File: src/rtl/nibble_serial_addsub.sv
// nibble_serial_addsub: WIDTH-bit two's-complement add/subtract built from one
// shared 4-bit add/sub slice. The slice is reused once per cycle,
// least-significant nibble first. An operation takes NIBBLES cycles in RUN plus
// one DONE cycle. A new start is accepted in IDLE or in DONE.

// Shared 4-bit slice. When b_invert is set it inverts b. The effective
// carry-in is in_carry XOR b_invert, so a plain subtract uses in_carry = 0.
module addsub4 (
  input  logic [3:0] a,
  input  logic [3:0] b,
  input  logic       in_carry,
  input  logic       b_invert,
  output logic [3:0] out,
  output logic       out_carry,
  output logic       overflow
);

  logic [3:0] bx;
  logic [4:0] sum;

  // Ripple sum of one nibble plus its signed-overflow detection
  always_comb begin
    bx        = b ^ {4{b_invert}};
    sum       = {1'b0, a} + {1'b0, bx} + {4'b0000, in_carry ^ b_invert};
    out       = sum[3:0];
    out_carry = sum[4];
    overflow  = (a[3] == bx[3]) && (sum[3] != a[3]);
  end

endmodule

module nibble_serial_addsub #(
  parameter  int NIBBLES = 4,
  parameter  int CNT_W   = 4,
  localparam int WIDTH   = 4 * NIBBLES
) (
  input  logic             clk,
  input  logic             rst_n,
  input  logic             start,
  input  logic             sub,
  input  logic [WIDTH-1:0] a,
  input  logic [WIDTH-1:0] b,
  output logic             busy,
  output logic             done,
  output logic [WIDTH-1:0] result,
  output logic             carry_out,
  output logic             overflow,
  output logic             zero
);

  localparam logic [1:0] IDLE = 2'd0;
  localparam logic [1:0] RUN  = 2'd1;
  localparam logic [1:0] DONE = 2'd2;

  localparam logic [CNT_W-1:0] LAST = CNT_W'(NIBBLES - 1);

  logic [1:0]       state;
  logic [CNT_W-1:0] cnt;
  logic             carry_reg;
  logic [WIDTH-1:0] op_a;
  logic [WIDTH-1:0] op_b;
  logic             op_sub;
  logic             accept;

  logic [3:0]       slice_a;
  logic [3:0]       slice_b;
  logic             slice_cin;
  logic [3:0]       slice_out;
  logic             slice_co;
  logic             slice_ov;
  logic [WIDTH-1:0] result_next;

  assign accept = start && ((state == IDLE) || (state == DONE));
  assign busy   = (state == RUN);
  assign done   = (state == DONE);

  // Operand capture; only the latched copies feed the slice
  always_ff @(posedge clk) begin
    if (accept) begin
      op_a   <= a;
      op_b   <= b;
      op_sub <= sub;
    end
  end

  // Select nibble k of the latched operands and form the slice carry-in.
  // For k > 0, XOR with op_sub cancels the slice's internal XOR, so the raw
  // carry from the previous nibble passes through.
  always_comb begin
    slice_a   = 4'h0;
    slice_b   = 4'h0;
    slice_cin = (cnt == '0) ? 1'b0 : (carry_reg ^ op_sub);
    for (int i = 0; i < NIBBLES; i++) begin
      if (cnt == CNT_W'(i)) begin
        slice_a = op_a[4*i +: 4];
        slice_b = op_b[4*i +: 4];
      end
    end
  end

  addsub4 u_slice (
    .a         (slice_a),
    .b         (slice_b),
    .in_carry  (slice_cin),
    .b_invert  (op_sub),
    .out       (slice_out),
    .out_carry (slice_co),
    .overflow  (slice_ov)
  );

  // Result with the current nibble merged in. The zero flag uses this value
  // so that it includes the final nibble written at DONE entry.
  always_comb begin
    result_next = result;
    for (int i = 0; i < NIBBLES; i++) begin
      if (cnt == CNT_W'(i)) begin
        result_next[4*i +: 4] = slice_out;
      end
    end
  end

  // Sequencer: IDLE/DONE accept start; RUN walks the nibbles then enters DONE
  always_ff @(posedge clk or negedge rst_n) begin
    if (!rst_n) begin
      state     <= IDLE;
      cnt       <= '0;
      carry_reg <= 1'b0;
      result    <= '0;
      carry_out <= 1'b0;
      overflow  <= 1'b0;
      zero      <= 1'b0;
    end else begin
      case (state)
        IDLE, DONE: begin
          if (start) begin
            state     <= RUN;
            cnt       <= '0;
            carry_reg <= 1'b0;
          end else begin
            state <= IDLE;
          end
        end
        RUN: begin
          result    <= result_next;
          carry_reg <= slice_co;
          cnt       <= cnt + CNT_W'(1);
          if (cnt == LAST) begin
            carry_out <= slice_co;
            overflow  <= slice_ov;
            zero      <= (result_next == '0);
            state     <= DONE;
          end
        end
        default: state <= IDLE;
      endcase
    end
  end

endmodule

File: config.mk
export PLATFORM = sky130hd
export DESIGN_NAME = nibble_serial_addsub
export DESIGN_NICKNAME = d
export VERILOG_FILES = /design/src/rtl/nibble_serial_addsub.sv
export SDC_FILE = /design/constraint.sdc
export NUM_CORES = 1
export LEC_CHECK = 0
export ABC_AREA = 1
export BUFFER_PORTS_ARGS = -buffer_cell sky130_fd_sc_hd__buf_2
export CORE_UTILIZATION = 40
export CTS_BUF_LIST = sky130_fd_sc_hd__clkbuf_2 sky130_fd_sc_hd__clkbuf_4 sky130_fd_sc_hd__clkbuf_8
export DETAILED_ROUTE_END_ITERATION = 8
export PLACE_DENSITY = 0.65
export SLEW_MARGIN = 30
export SYNTH_ARGS = -nofsm -noshare
export SYNTH_HDL_FRONTEND = slang
export SYNTH_SLANG_ARGS = --single-unit
File: constraint.sdc
create_clock -name clk -period 2.7 [get_ports clk]
set_clock_uncertainty 0.1 [all_clocks]
set_input_delay 0.405 -clock clk [delete_from_list [all_inputs] [get_ports clk]]
set_output_delay 0.405 -clock clk [all_outputs]
set_load 0.005 [all_outputs]
==> flow_summary.toml, run 1 <==
[floorplan]
fp-row-count = 30
dieHeight_um = 86.7
die_w_um = 86.7
die_area_mm2 = 0.00751
ios = 57
start_util_pct = 41.7
core-area_mm2 = 0.00687

[setup_path]
cpPeakStageDelay_ns = 0.56
cp_common_cell = "nand2_1"
start_kind = "flip-flop"
crit_buf_inv = 3
worstSetupEndpointType = "flip-flop"
cp_max_fo = 3
path_class = "reg2reg"
crit_path_cell_trace = "inv_2 -> ha_4 -> nand2_4 -> nor2_8 -> nand2_2 -> nand3_2 -> nand3_2 -> o21ai_1 -> nand2_1 -> nand2_1 -> fa_2 -> inv_2 -> fa_2 -> inv_2 -> nor2_2 -> nand3_1 -> nor2_1 -> nand2_1 -> nor2_1 -> nand4_1 -> nand2_1"
cp_top_family = "simple AND/OR/NAND/NOR gates"
cp_data_arrival_time_ns = 3.02
cpMaxStageDelayCell = "fa_2"
required_ns = 2.88

[synthesis]
synth_edf_count = 33
yosys_warnings = 0
synth-seq-cells = 59
synthDistinctLibCells = 32
synth_async_sr_flop_share_pct = 44.1
synth-main-ff-cell = "edfxtp_1"
syn_area_mm2 = 0.00287
syn_nets = 343
syn_area_per_cell_um2 = 9.62
seq_area_frac_synth_pct = 57.2
synth_cells = 298

[clocking]
cts_tree = "yes"
cts_buffer_depth = 2
htree_levels = 3
insertion_delay_ns = 0.34
cts_made_buffers = 9
clk_pin_slew_ns = 0.07
cts_sinks = 59
cts_root_buf = "clkbuf_8"

[timing]
setup_tns_ns = -0.358
setup_slack_ns = -0.136
fmax_mhz = 353
worst_pin_slew_ns = 0.578
report.final.slew_viol_count = 0
rsz0062_at_grt = "true"
timing.hold.ws_ns = 0.132
finalSetupViolations = 8
hold_viol = 0
fin_crit_sh_pct = 105
period_needed_ns = 2.84
slew_headroom_pct = 61.5

[detailed_routing]
vias_per_cell = 4.64
drt-pass1-iter-count = 4
ant_nets = 0
wirelength_mm = 6.25
route.detailed.drc = 0
drt_iter0_markers = 112
wl_per_cell_um = 12.3
route.vias.total = 2357

[layout]
synthToLayoutAreaGrowth_pct = 39.5
final_common_cell = "nand2_1"
nNetsFinal = 452
num-fill-cells = 594
diodes = 0
layout_common_cells = "nand2_1, buf_2, buf_4"
drive_above_1_share_pct = 43.0
largestRegisters = "op_a: 16 flops, op_b: 16 flops, result: 16 flops"

[place]
hpwlAfterDp_mm = 4.73
placement.io_buffers = 56
place_congestion = 0.871

[grt]
grt_pass1_wl_mm = 10.7
grt_start_max_net_pins = 34
grt_pass1_vias = 2349
grt-ovfl-total = 0
antenna_found_initial = 0
track_usage_pct = 19.1

[status]
status = "finished with violations"
violations = "setup timing"

[run]
maxCapViolCount = 0

[worst_hold_path]
hold_class = "in2reg"
[cell type report]
class | instances | area (µm²) | area share [%]
clock buffers | 10 | 131 | 3.28
clock inverters | 6 | 56.3 | 1.41
inverters | 35 | 138 | 3.44
multi-input cells | 199 | 1250 | 31.3
flip-flops and latches | 59 | 1640 | 41.1
well taps | 96 | 120 | 3.00
repair buffers | 103 | 659 | 16.5
[per-stage QoR]
| step | cells | worst slack, ns | utilization, % | area [µm²] |
|---|---|---|---|---|
| after floorplan | 298 | -0.118 | - | 2910 |
| after global placement | 480 | -0.178 | 51.6 | 3550 |
| after detailed placement | 480 | -0.275 | 51.6 | 3550 |
| after CTS | 505 | -0.159 | 56.1 | 3850 |
| after global routing | 508 | -0.348 | 58.3 | 4000 |
| final | 508 | -0.136 | 58.3 | 4000 |
[synth_stat cells, types with 2 or more instances]
cell type  number  area share [%]
nand2_1        93              12
edfxtp_1       33              35
inv_1          31             4.1
dfrtp_1        26              23
o21ai_0        22             3.8
nand3_1        20             3.5
nor2_1         12             1.6
a21oi_1         9             1.6
ha_1            7             3.1
o21ai_1         6             1.0
nand2_4         4             1.6
o21ai_2         4             1.2
o211ai_1        3            0.79
buf_2           2            0.35
clkbuf_1        2            0.26
fa_1            2             1.4
inv_2           2            0.26
nand3_2         2            0.70
nor2_8          2             1.4
or2_0           2            0.44
or2_2           2            0.44
xor2_1          2            0.61
[cell families (layout without fill, tap and decap cells)]
| logic type | after synthesis | in the layout | share of synthesized area [%] |
|---|---|---|---|
| simple gates | 141 | 141 | 22.8 |
| flops | 59 | 59 | 57.2 |
| compound gates | 46 | 46 | 8.90 |
| buf+inv | 40 | 154 | 5.67 |
| fa+ha+maj | 9 | 9 | 4.45 |
| xor+xnor | 3 | 3 | 0.916 |
[routing by layer]
metal / routed length (µm) / vias to the layer above / part of all wire (%) / global-route usage (%)
li1: - / 1198 / - / -
met1: 2730 / 1040 / 44 / 22.8
met2: 2820 / 90 / 45 / 28.9
met3: 377 / 29 / 6.0 / 6.29
met4: 322 / 0 / 5.2 / 13.9
met5: 0 / - / 0 / 0
[final timing paths]
path / cells past startpoint / startpoint / endpoint / slack, ns
setup / recovery: 21 / cnt[0] / zero / -0.14
hold / removal: 1 / a[15] / op_a[15] / 0.13
setup reg to reg: 21 / cnt[0] / zero / -0.14
hold reg to reg: 2 / result[14] / result[14] / 0.38
max in group asynchronous: 2 / rst_n / cnt[3] / 1.59
min in group asynchronous: 2 / rst_n / cnt[0] / 0.49
[repair_timing]
action                     in CTS  in global routing
hold buffers                    1                  0
setup buffers                   8                  4
cloned                          0                  0
setup endpoints to repair      15                 16
gates resized for setup        19                 33
pin swaps                      20                  6
hold endpoints to repair       26                  0
Power of run 1 is not shown: default switching activity piles up to over one toggle a cycle in this logic, so the estimate is an artifact.
==> run 2, diff against run 1 <==
CAP_MARGIN = 30   (was unset)
CORE_UTILIZATION = 43   (was 40)
PLACE_DENSITY = 0.69   (was 0.65)
==> flow_summary.toml, run 2 (synthesized netlist as in run 1, its figures left out) <==
[floorplan]
die_w_um = 83.7
ios = 57
core-area_mm2 = 0.00639
die_area_mm2 = 0.00700
start_util_pct = 44.9
dieHeight_um = 83.7
fp-row-count = 29

[setup_path]
critPathLaunch = "cnt[0]"
reg2reg_from = "cnt[0]"
path_class = "reg2reg"
cp_data_arrival_time_ns = 3.05
required_ns = 2.84
cp_max_fo = 4
start_kind = "flip-flop"
worstSetupEndpointType = "flip-flop"

[worst_hold_path]
hold_class = "in2reg"
hp-start = "b[5]"

[timing]
worst_pin_slew_ns = 0.590
period_needed_ns = 2.91
report.final.slew_viol_count = 0
setup_slack_ns = -0.211
rsz0062_at_grt = "true"
fmax_mhz = 343
slew_headroom_pct = 60.7
finalSetupViolations = 6
hold_viol = 0
fin_crit_sh_pct = 108

[layout]
num-fill-cells = 551
synthToLayoutAreaGrowth_pct = 37.1
final_common_cell = "nand2_1"
nNetsFinal = 450
design_area_mm2 = 0.00393
drive_above_1_share_pct = 39.5
seq_area_mm2 = 0.00164
final_util_pct = 61.6
diodes = 0
multi_input_area_mm2 = 0.00118
layout_common_cells = "nand2_1, buf_2, buf_4"
largestRegisters = "op_a: 16 flops, op_b: 16 flops, result: 16 flops"

[grt]
grt_pass1_vias = 2238
grt_pass1_wl_mm = 10.3
grt-ovfl-total = 0
antenna_found_initial = 0
grt_start_max_net_pins = 34
track_usage_pct = 19.2

[detailed_routing]
ant_nets = 0
wl_per_cell_um = 13.3
drt-pass1-iter-count = 4
wirelength_mm = 6.48
route.vias.total = 2362
route.detailed.drc = 0
drt_iter0_markers = 130
vias_per_cell = 4.85

[place]
place_area_mm2 = 0.00352
place_congestion = 0.885
hpwlAfterDp_mm = 4.62
place_ws_ns = -0.240
placement.io_buffers = 56

[clocking]
cts_sinks = 59
insertion_delay_ns = 0.34
clk_pin_slew_ns = 0.06
cts_made_buffers = 9
cts_tree = "yes"
cts_root_buf = "clkbuf_8"
cts_buffer_depth = 2
htree_levels = 3

[run]
maxCapViolCount = 0

[status]
status = "finished with violations"
violations = "setup timing"
==> run 2: changes by cell type in the layout (fill, tap and decap cells not counted), sizes merged <==
cell / before / now
buf: 102 / 100
bufinv: 1 / 3
clkinv: 6 / 5
clkinvlp: 1 / 0
==> run 2: area by class of cell <==
class | instances | area share [%]
Clock buffer | 10 | 3.34
Clock inverter | 6 | 2.64
Inverter | 35 | 3.50
Multi-Input combinational cell | 199 | 30.1
Sequential cell | 59 | 41.8
Tap cell | 77 | 2.45
Timing Repair Buffer | 101 | 16.2
==> run 2: per-stage QoR <==
step / setup TNS (ns) / std cells / hold WS [ns]
final: -0.922 / 487 / 0.133
after global routing: -2.60 / 487 / 0.123
after CTS: -0.295 / 481 / 0.119
after detailed placement: -0.698 / 461 / 0.345
after global placement: -0.172 / 461 / 0.341
after floorplan: -0.118 / 298 / 0.00941
==> run 2: metal layers <==
metal | up-vias | global-route usage (%) | share of wire (%)
li1 | 1197 | - | -
met1 | 1060 | 24.6 | 44
met2 | 91 | 30.5 | 48
met3 | 14 | 4.25 | 5.3
met4 | 0 | 10.0 | 2.3
met5 | - | 0 | 0
==> run 2: what timing repair did <==
item / in CTS / in global routing
endpoints found under the hold margin: 26 / 0
pin swaps: 5 / 8
endpoints found under the setup margin: 13 / 16
hold buffers: 1 / 0
setup buffers: 3 / 7
resized for setup: 8 / 28
==> run 2: worst max-delay path: stages, from the launching register on <==
cell      delay [ns]
dfrtp_1         0.41
buf_6           0.14
ha_4            0.18
nand2_4         0.09
clkinv_4        0.07
nand2_2         0.06
nand3_2         0.07
nand3_2         0.07
o21ai_1         0.06
nand2_1         0.07
nand2_2         0.06
fa_2            0.41
inv_2           0.07
fa_2            0.45
inv_1           0.08
nand3_1         0.09
nand2_1         0.07
nor2_1          0.04
nand2_1         0.05
nor2_1          0.04
nand4_1         0.06
nand2_1         0.05
==> run 2: worst paths after layout <==
path	endpoint	slack (ns)	cells past startpoint
min in group asynchronous	result[5]	0.50	2
hold / removal	op_b[5]	0.13	1
setup / recovery	zero	-0.21	21
hold reg to reg	result[12]	0.38	2
setup reg to reg	zero	-0.21	21
max in group asynchronous	cnt[2]	1.59	2
Power of run 2 is left out for the same reason.
==> run 3, diff against run 2 <==
--- a/config.mk
+++ b/config.mk
@@ -10,6 +10,6 @@
 export CAP_MARGIN = 30
-export CORE_UTILIZATION = 43
+export CORE_UTILIZATION = 47
 export CTS_BUF_LIST = sky130_fd_sc_hd__clkbuf_2 sky130_fd_sc_hd__clkbuf_4 sky130_fd_sc_hd__clkbuf_8
 export DETAILED_ROUTE_END_ITERATION = 8
-export PLACE_DENSITY = 0.69
+export PLACE_DENSITY = 0.75
 export SLEW_MARGIN = 30
--- a/constraint.sdc
+++ b/constraint.sdc
@@ -4,2 +4,2 @@
 set_output_delay 0.405 -clock clk [all_outputs]
-set_load 0.005 [all_outputs]
+set_load 0.01 [all_outputs]
==> flow_summary.toml, run 3 (synthesized netlist as in run 1, its figures left out) <==
[clocking]
cts_tree = "yes"
cts_made_buffers = 9
htree_levels = 3
cts_sinks = 59
insertion_delay_ns = 0.34
cts_buffer_depth = 2
cts_root_buf = "clkbuf_8"
clk_pin_slew_ns = 0.07

[grt]
grt_pass1_vias = 2249
antenna_found_initial = 0
grt-ovfl-total = 0
track_usage_pct = 21.4
grt_pass1_wl_mm = 9.99
grt_start_max_net_pins = 34

[detailed_routing]
drt_iter0_markers = 126
drt-pass1-iter-count = 4
wl_per_cell_um = 13.0
route.detailed.drc = 0
ant_nets = 0
vias_per_cell = 4.92
route.vias.total = 2350
wirelength_mm = 6.22

[timing]
finalSetupViolations = 2
hold_viol = 0
worst_pin_slew_ns = 0.598
period_needed_ns = 2.85
setup_slack_ns = -0.145
fmax_mhz = 351
slew_headroom_pct = 60.1
rsz0062_at_grt = "true"
report.final.slew_viol_count = 0
fin_crit_sh_pct = 105

[layout]
layout_common_cells = "nand2_1, buf_2, buf_4"
final_util_pct = 65.6
layoutNonFillerInstCount = 478
synthToLayoutAreaGrowth_pct = 34.7
largestRegisters = "op_a: 16 flops, op_b: 16 flops, result: 16 flops"
diodes = 0
nNetsFinal = 443
drive_above_1_share_pct = 37.2
final_common_cell = "nand2_1"

[status]
status = "finished with violations"
violations = "setup timing"

[place]
dp.cells = 457
place_ws_ns = -0.200
place_congestion = 0.941
placement.io_buffers = 56
hpwlAfterDp_mm = 4.58

[setup_path]
crit_path_cell_trace = "inv_2 -> ha_4 -> nand2_4 -> nor2_8 -> nand2_1 -> nand3_1 -> nand3_1 -> o21ai_1 -> nand2_1 -> nand2_2 -> fa_2 -> inv_2 -> fa_2 -> inv_1 -> nor2_1 -> nand3_1 -> nor2_1 -> nand2_1 -> nor2_1 -> nand4_1 -> nand2_1"
cp_data_arrival_time_ns = 3.03
cp_max_fo = 3
cp_common_cell = "nand2_1"
worstSetupEndpointType = "flip-flop"
cpMaxStageDelayCell = "fa_2"
cpPeakStageDelay_ns = 0.54
path_class = "reg2reg"
start_kind = "flip-flop"
required_ns = 2.88

[floorplan]
fp-row-count = 28
die_w_um = 80.1
core-area_mm2 = 0.00589
die_area_mm2 = 0.00642
dieHeight_um = 80.1
ios = 57
start_util_pct = 48.7

[run]
maxCapViolCount = 0

[worst_hold_path]
hold_class = "in2reg"
==> run 3: layout make-up <==
| cell class | count | area (µm²) |
|---|---|---|
| fillers | 498 | 2020 |
| multi-input cells | 199 | 1180 |
| repair buffers | 94 | 576 |
| clock buffers | 10 | 131 |
| flip-flops and latches | 59 | 1640 |
| inverters | 35 | 138 |
| well taps | 75 | 93.8 |
| clock inverters | 6 | 104 |
==> run 3: per-stage QoR <==
stage	hold slack, ns	TNS, ns	cell area, µm²
after floorplan	0.00941	-0.119	2910
after global placement	0.337	-0.135	3500
after detailed placement	0.344	-0.684	3500
after CTS	0.124	-0.333	3770
after global routing	0.116	-1.35	3860
final	0.136	-0.187	3860
==> run 3: path summary, 6_finish.rpt <==
path / startpoint / endpoint / slack [ns] / cells after the start
max: cnt[0] / zero / -0.15 / 21
min: a[7] / op_a[7] / 0.14 / 1
max reg2reg: cnt[0] / zero / -0.15 / 21
min reg2reg: overflow / overflow / 0.38 / 2
min in group asynchronous: rst_n / cnt[3] / 0.51 / 2
max in group asynchronous: rst_n / overflow / 1.60 / 2
==> run 3: routing by layer <==
| layer | wire length [µm] | part of all wire [%] | GRT usage (%) | vias to the layer above |
|---|---|---|---|---|
| met2 | 2950 | 47 | 34.6 | 91 |
| met1 | 2690 | 43 | 26.0 | 1059 |
| li1 | - | - | - | 1181 |
| met3 | 376 | 6.0 | 6.48 | 19 |
| met5 | 0 | 0 | 0 | - |
| met4 | 194 | 3.1 | 10.2 | 0 |
==> run 3: what timing repair did <==
item,4_1_cts,5_1_grt
endpoints found under the setup margin,9,16
pin swaps,8,3
hold endpoints to repair,26,0
buffers inserted,2,2
hold buffers,1,0
resized for setup,5,25
cloned,0,0
==> run 3: worst max-delay path, delay by kind of cell (launching register included) <==
kind / cells / cell delay (ns)
and+or+nand+nor: 14 / 1.03
adders and majority gates: 3 / 0.90
AOI/OAI and AO/OA: 1 / 0.08
buffers and inverters: 3 / 0.23
DFF: 1 / 0.43
Power of run 3 is left out for the same reason.
